### src/rtl/count_match_ctrl.sv
// Run controller for the counter/comparator datapath.
// It latches a compare-select vector and a cycle budget on START, then strobes
// the datapath count enable until the datapath reports a match, the budget is
// used up, or the master aborts. One end-of-run pulse carries the result.
//
// Handshake: START is a level request that is sampled only in IDLE. Holding it
// high while BUSY has no effect, and requests are never queued. ABORT is
// sampled only in SETUP and RUN. DONE is a single-cycle pulse. HIT/TMO/ABRT and
// CYC_CNT stay valid from DONE until the next accepted START.
module count_match_ctrl #(
  parameter int CW = 17,
  parameter int MW = 16
) (
  input  logic          CK,
  input  logic          RST,
  input  logic          START,
  input  logic          ABORT,
  input  logic [CW-1:0] CFG_C,
  input  logic [MW-1:0] MAX_CYC,
  input  logic          DUT_Z,
  output logic          DUT_P0,
  output logic [CW-1:0] DUT_C,
  output logic          BUSY,
  output logic          DONE,
  output logic          HIT,
  output logic          TMO,
  output logic          ABRT,
  output logic [MW-1:0] CYC_CNT,
  output logic [1:0]    dbg_state
);

  localparam logic [1:0] S_IDLE  = 2'd0;
  localparam logic [1:0] S_SETUP = 2'd1;
  localparam logic [1:0] S_RUN   = 2'd2;
  localparam logic [1:0] S_DONE  = 2'd3;

  localparam logic [MW-1:0] ONE = {{(MW-1){1'b0}}, 1'b1};

  logic [1:0]    state_q, state_d;
  logic [MW-1:0] max_q, max_d;
  logic [CW-1:0] c_d;
  logic          hit_d, tmo_d, abrt_d;
  logic [MW-1:0] cnt_d;

  assign dbg_state = state_q;

  // Next-state and next-result decode; outputs are registered from these.
  always_comb begin
    state_d = state_q;
    max_d   = max_q;
    c_d     = DUT_C;
    hit_d   = HIT;
    tmo_d   = TMO;
    abrt_d  = ABRT;
    cnt_d   = CYC_CNT;
    case (state_q)
      S_IDLE: begin
        if (START) begin
          state_d = S_SETUP;
          c_d     = CFG_C;
          max_d   = MAX_CYC;
          hit_d   = 1'b0;
          tmo_d   = 1'b0;
          abrt_d  = 1'b0;
          cnt_d   = '0;
        end
      end
      S_SETUP: begin
        // Count enable is low here, so Z reflects the new compare-select only.
        if (DUT_Z) begin
          state_d = S_DONE;
          hit_d   = 1'b1;
          cnt_d   = '0;
        end else if (max_q == '0) begin
          state_d = S_DONE;
          tmo_d   = 1'b1;
        end else if (ABORT) begin
          state_d = S_DONE;
          abrt_d  = 1'b1;
        end else begin
          state_d = S_RUN;
        end
      end
      S_RUN: begin
        // Budget is non-zero here, so max_q - 1 cannot underflow.
        if (DUT_Z) begin
          state_d = S_DONE;
          hit_d   = 1'b1;
        end else if (CYC_CNT == max_q - ONE) begin
          state_d = S_DONE;
          tmo_d   = 1'b1;
          cnt_d   = CYC_CNT + ONE;
        end else if (ABORT) begin
          state_d = S_DONE;
          abrt_d  = 1'b1;
        end else begin
          cnt_d   = CYC_CNT + ONE;
        end
      end
      default: begin
        state_d = S_IDLE;
      end
    endcase
  end

  // State and registered outputs; P0 is deliberately not gated by Z.
  always_ff @(posedge CK) begin
    if (RST) begin
      state_q <= S_IDLE;
      max_q   <= '0;
      DUT_C   <= '0;
      DUT_P0  <= 1'b0;
      BUSY    <= 1'b0;
      DONE    <= 1'b0;
      HIT     <= 1'b0;
      TMO     <= 1'b0;
      ABRT    <= 1'b0;
      CYC_CNT <= '0;
    end else begin
      state_q <= state_d;
      max_q   <= max_d;
      DUT_C   <= c_d;
      DUT_P0  <= (state_d == S_RUN);
      BUSY    <= (state_d != S_IDLE);
      DONE    <= (state_d == S_DONE);
      HIT     <= hit_d;
      TMO     <= tmo_d;
      ABRT    <= abrt_d;
      CYC_CNT <= cnt_d;
    end
  end

endmodule
### config.mk
export PLATFORM = sky130hd
export DESIGN_NAME = count_match_ctrl
export DESIGN_NICKNAME = d
export VERILOG_FILES = /design/src/rtl/count_match_ctrl.sv
export SDC_FILE = /design/constraint.sdc
export NUM_CORES = 1
export LEC_CHECK = 0
export CORE_ASPECT_RATIO = 0.5
export CORE_UTILIZATION = 28
export DETAILED_ROUTE_END_ITERATION = 12
export PLACE_DENSITY_LB_ADDON = 0.25
export SLEW_MARGIN = 10
export SYNTH_ARGS = -nofsm -noshare
export SYNTH_HDL_FRONTEND = slang
export SYNTH_SLANG_ARGS = --single-unit
### constraint.sdc
create_clock -name CK -period 3.75 [get_ports CK]
set_clock_uncertainty 0.15 [all_clocks]
set_input_delay 0.5625 -clock CK [delete_from_list [all_inputs] [get_ports CK]]
set_output_delay 0.5625 -clock CK [all_outputs]
set_load 0.01 [all_outputs]
==> metrics.cfg, run 1 <==
[placement]
port_buffers=78
dp_hpwl_mm=5.60
placed_area_sq_um=3740
gp_congestion=0.905
placed_cells=560

[layout]
finalInstanceArea_sq_um=4090
multi_input_area_sq_um=1590
diodes=0
area_delta_synth_final_pct=43.3
fin_cells=576
nNetsFinal=480
drive_gt1_share_pct=5.67
n_fill_cell=968
regArea_sq_um=1140

[clock_network]
cts_hold_buffers=0
cts_root_buffer=clkbuf_16
cts.repair.resized=0
clock_path_buffers=2
cts_tree=yes
clock_latency_ns=0.33
numClockSinks=57
cts_made_buffers=9
cts_setup_buffers=0
clk_pin_slew_worst_paths_ns=0.05
htree_levels=3

[die]
start_util_pct=29.5
die_w_um=145
ios=79
core_sq_um=9670
die_area_sq_um=10600
rows=25
die_y_um=73.4

[power_and_ir_drop]
p_int_uw=1810
vdd_drop_max_mv=0.267
power_frac_comb_pct=35.3
switchingPower_uw=914
p_seq_share_pct=29.6
sw_frac_of_total_pct=33.6
power_density_nw_per_um2=666
p_leak_uw=0.00149
p_clk_share_pct=35.1

[drt]
routedWlPerCell_um=13.7
wirelength_mm=7.87
drc=0
antenna_left=0
drtIter0Drc=127
vias=2794
first_pass_iters=4
post_drt_via_cell_ratio=4.85

[critical_path]
rr_worst_depth=9
r2r_start=max_q[6]
crit_type=reg2reg
cp-end-kind=flop
crit_path_max_fanout=20
critPathArrivalTime_ns=3.46
cp-start-kind=flop
cp.required_ns=3.87
reg2reg_to=CYC_CNT[15]
r2r_slack_ns=0.40

[sta]
whs_ns=0.301
fin_crit_sh_pct=89.3
setup_tns_ns=0
fin_crit_ns=3.35
maxSlewViolCount=0
tightest_slew_ns=0.775
rsz0062_at_grt=false
max_slew_margin_pct=48.3
setup_viol=0
finalHoldViolations=0
fmaxAchievable_mhz=299

[synthesis]
synth_seq_cells=57
yosys_warnings=0
synthFlopType=dfxtp_1
synth_edf_count=0
synthArstFlopShare_pct=0
synthCells=363
synth_seq_area_share_pct=40.0
synth_area_per_cell_sq_um=7.87
syn_area_sq_um=2860
synth_cell_type_count=47
syn-num-nets=407

[min_path]
worstHoldStart=DUT_C[5]
min_path_cells=2
hold_path_class=reg2reg
holdPathEnd=DUT_C[5]

[global_routing]
track_usage_pct=16.0
grt_pass1_wl_mm=12.7
grt_max_degree=43
antenna_found_initial=0
overflow=0
grt_pass1_vias=2535

[flow_run]
drv_cap=0

[run_status]
outcome=completed

==> power groups by stage <==
stage	logic (uW)	registers (uW)	clock network (uW)
floorplan	611	828	0
global placement	960	816	0
detailed placement	960	817	0
CTS	968	805	983
global route	1070	818	1000
finish	961	805	957
==> registers in the layout, indices dropped and copies added (netlist names) <==
signal     count
DUT_C         17
CYC_CNT       16
max_q         16
dbg_state      2
ABRT           1
BUSY           1
DONE           1
DUT_P0         1
HIT            1
TMO            1
==> cell families (layout without fill, tap and decap cells) <==
group / count (synthesis) / in the layout / synth area share [%]
AO/OA/AOI/OAI: 91 / 91 / 18.4
XOR/XNOR: 18 / 18 / 5.52
adder cells (fa/ha/maj): 6 / 6 / 2.63
buffers and inverters: 30 / 108 / 4.47
flip-flops: 57 / 57 / 40.0
multiplexers: 3 / 3 / 1.05
AND/OR/NAND/NOR: 158 / 158 / 28.0
==> metrics by stage <==
stage	utilization [%]	worst slack, ns	total power [uW]
global placement	38.7	0.605	1780
floorplan	-	0.908	1440
CTS	42.3	0.419	2760
detailed placement	38.7	0.458	1780
global route	42.3	0.0784	2890
finish	42.3	0.403	2720
==> cells in the final DEF (no fill, tap or decap), drive strengths merged, types with 2 or more instances in the layout <==
master and instances:
nand4 4, nor3 10, or3 6, and4 2
xnor2 8, nor4 5, inv 10, clkdlybuf4s50 78
a21oi 53, nand2 78, nor2b 6, mux2i 3
dfxtp 57, clkbuf 11, or4 8, a211o 2
or2 2, xor2 10, o31ai 4, a31oi 3
nand3 10, o211ai 4, bufinv 3, and4b 2
and2 3, buf 4, ha 6, o21ai 15
nor2 12, and3 6, a211oi 4
==> cell type report <==
cell class / count / area share [%]
flip-flops and latches: 57 / 27.9
repair buffers: 82 / 19.8
inverters: 10 / 0.918
multi-input cells: 276 / 38.8
clock buffers: 11 / 5.93
well taps: 135 / 4.13
clock inverters: 5 / 2.51
==> how the worst max path moves through the flow <==
stage                  start     endpoint  slack [ns]  cells past startpoint
floorplan           max_q[0]  CYC_CNT[13]        0.91                     14
global placement    max_q[0]  CYC_CNT[15]        0.60                     11
detailed placement  max_q[6]  CYC_CNT[15]        0.46                      9
CTS                 max_q[6]  CYC_CNT[15]        0.42                      9
global route        max_q[6]  CYC_CNT[15]        0.08                      9
finish              max_q[6]  CYC_CNT[15]        0.40                      9
==> worst max-delay path, cell delays in order, from the launching register on <==
cell and delay, ns:
dfxtp_1 0.36, nor4_2 0.56, nand3_1 0.16, xnor2_1 0.15, a211o_1 0.23, nor4_1 0.31, and3_1 0.36, o21ai_2 0.28
or4_1 0.57, a21oi_1 0.14
==> metal layers <==
metal  share of wire (%)  track usage [%]
met1                  48             20.3
met2                  45             24.3
met3                 6.2             6.19
met4                 1.3             6.55
met5                   0                0
==> synth_stat cells, types with 3 or more instances <==
cell / instances / share of area (%)
o21ai_1: 4 / 0.70
xor2_1: 10 / 3.1
buf_2: 3 / 0.53
o21ai_0: 10 / 1.8
or3_1: 6 / 1.3
inv_1: 10 / 1.3
nand4_1: 4 / 0.88
a31oi_1: 3 / 0.66
nand2_1: 78 / 10
o31ai_1: 4 / 1.1
and2_1: 3 / 0.66
ha_1: 6 / 2.6
and3_1: 6 / 1.3
a21oi_1: 53 / 9.3
mux2i_1: 3 / 1.1
nor3_1: 10 / 1.8
or4_1: 8 / 2.1
nor4_1: 3 / 0.66
xnor2_1: 8 / 2.5
a211oi_1: 4 / 1.1
nor2_1: 12 / 1.6
dfxtp_1: 57 / 40
clkbuf_1: 14 / 1.8
o211ai_1: 4 / 1.1
nor2b_1: 6 / 1.3
nand3_1: 10 / 1.8
(Power assumes the default switching activity.)
==> run 2: changes to the inputs <==
- CORE_MARGIN: unset -> 2
- PLACE_DENSITY: unset -> 0.51
- PLACE_DENSITY_LB_ADDON: 0.25 -> unset
==> run 2 against run 1 <==
Net effect: setup slack gained 0.0052 ns; wire length grew 2.2%; total power shrank 2.3%; via count shrank 1.3%; worst hold slack gained 0.0011 ns; critical path depth is the same; sequential share of layout area grew 0.15 points; global-route usage shrank 0.97 points; register-to-register slack is essentially flat; largest power group unchanged; highest routed layer unchanged.
==> metrics.cfg, run 2 (synthesis gave the netlist of run 1 again) <==
[run_status]
outcome=completed

[global_routing]
track_usage_pct=15.0
grt-busiest-layer=met2
grt_max_degree=43
antenna_found_initial=0
grt.met2_usage_pct=23.6
overflow=0
grt_pass1_vias=2582
grt_use_met1_pct=19.3
use_met3_pct=6.05
grt_pass1_wl_mm=12.9

[critical_path]
crit_type=reg2reg
crit_path_max_fanout=20
cp-start-kind=flop
reg2reg_to=CYC_CNT[15]
critPathArrivalTime_ns=3.45
cp-startpoint=max_q[6]
cp-end-kind=flop
cp.required_ns=3.85
r2r_start=max_q[6]
rr_worst_depth=9
r2r_slack_ns=0.41
crit_end=CYC_CNT[15]

[layout]
top_register=DUT_C
largestRegisters=DUT_C: 17 flops, CYC_CNT: 16 flops, max_q: 16 flops
final_cell_mix=nand2_1, clkdlybuf4s50_1, dfxtp_1, a21oi_1, nor2_1
diodes=0
area_delta_synth_final_pct=42.5
nNetsFinal=479
drive_gt1_share_pct=5.68
fin_util_pct=42.1
largest_register_ffs=17

[drt]
wirelength_mm=8.04
post_drt_via_cell_ratio=4.80
drc=0
vias=2759
drtIter0Drc=116
routedWlPerCell_um=14.0
antenna_left=0
first_pass_iters=4

[clock_network]
htree_levels=3
numClockSinks=57
cts_hold_buffers=0
clock_path_buffers=2
cts_tree=yes
cts_root_buffer=clkbuf_16
cts_made_buffers=9
cts_setup_buffers=0
clk_pin_slew_worst_paths_ns=0.05
cts.repair.resized=0
clock_latency_ns=0.32

[die]
die_area_sq_um=11100
start_util_pct=29.5
core_sq_um=9670
rows=25
die_y_um=75.4
ios=79
die_w_um=147

[sta]
setup_tns_ns=0
max_slew_margin_pct=51.6
fin_crit_sh_pct=89.1
maxSlewViolCount=0
rsz0062_at_grt=false
finalHoldViolations=0
setup_viol=0
tightest_slew_ns=0.725
fmaxAchievable_mhz=299
whs_ns=0.302
fin_crit_ns=3.34

[power_and_ir_drop]
vdd_drop_max_mv=0.254
p_leak_uw=0.00148
power_density_nw_per_um2=654

[min_path]
hold_path_class=reg2reg

[flow_run]
drv_cap=0

[placement]
port_buffers=78
dp_hpwl_mm=5.75
gp_congestion=0.831

## run 2: where the power goes
group / internal, uW / switching (uW)
combinational: 428 / 526
clock: 615 / 285
sequential: 711 / 95.2
## run 2: per-stage QoR
| stage | total power [uW] | instance area (sq um) | instances | setup slack (ns) |
|---|---|---|---|---|
| after floorplan | 1440 | 2860 | 363 | 0.908 |
| final | 2660 | 4070 | 575 | 0.408 |
| after detailed placement | 1770 | 3740 | 559 | 0.469 |
| after global placement | 1780 | 3740 | 559 | 0.577 |
| after CTS | 2690 | 4070 | 575 | 0.448 |
| after global routing | 2840 | 4070 | 575 | 0.133 |
## run 2: worst max-delay path, stage by stage, from the launching register on
cell and delay (ns):
dfxtp_1 0.37, nor4_2 0.55, nand3_1 0.16, xnor2_1 0.15
a211o_1 0.22, nor4_1 0.34, and3_1 0.36, o21ai_2 0.27
or4_1 0.56, a21oi_1 0.15
## run 2: per-layer routing
metal,vias up,part of all wire [%]
li1,1421,-
met1,1274,50
met2,58,43
met3,6,6.2
met4,0,0.82
met5,-,0
## run 2: layout make-up
type,instances,area (sq um)
fillers,997,5600
multi-input cells,276,1590
flip-flops and latches,57,1140
repair buffers,81,803
clock buffers,11,253
well taps,135,169
clock inverters,5,77.6
inverters,10,37.5
## run 2: worst min path at each step
stage,depth (start not counted),to,slack (ns),start
final,2,DUT_C[16],0.30,DUT_C[16]
after global placement,2,DUT_C[7],0.29,DUT_C[7]
after CTS,2,DUT_C[14],0.31,DUT_C[14]
after global routing,2,DUT_C[2],0.33,DUT_C[2]
after floorplan,2,max_q[14],0.31,max_q[14]
after detailed placement,2,DUT_C[14],0.30,DUT_C[14]
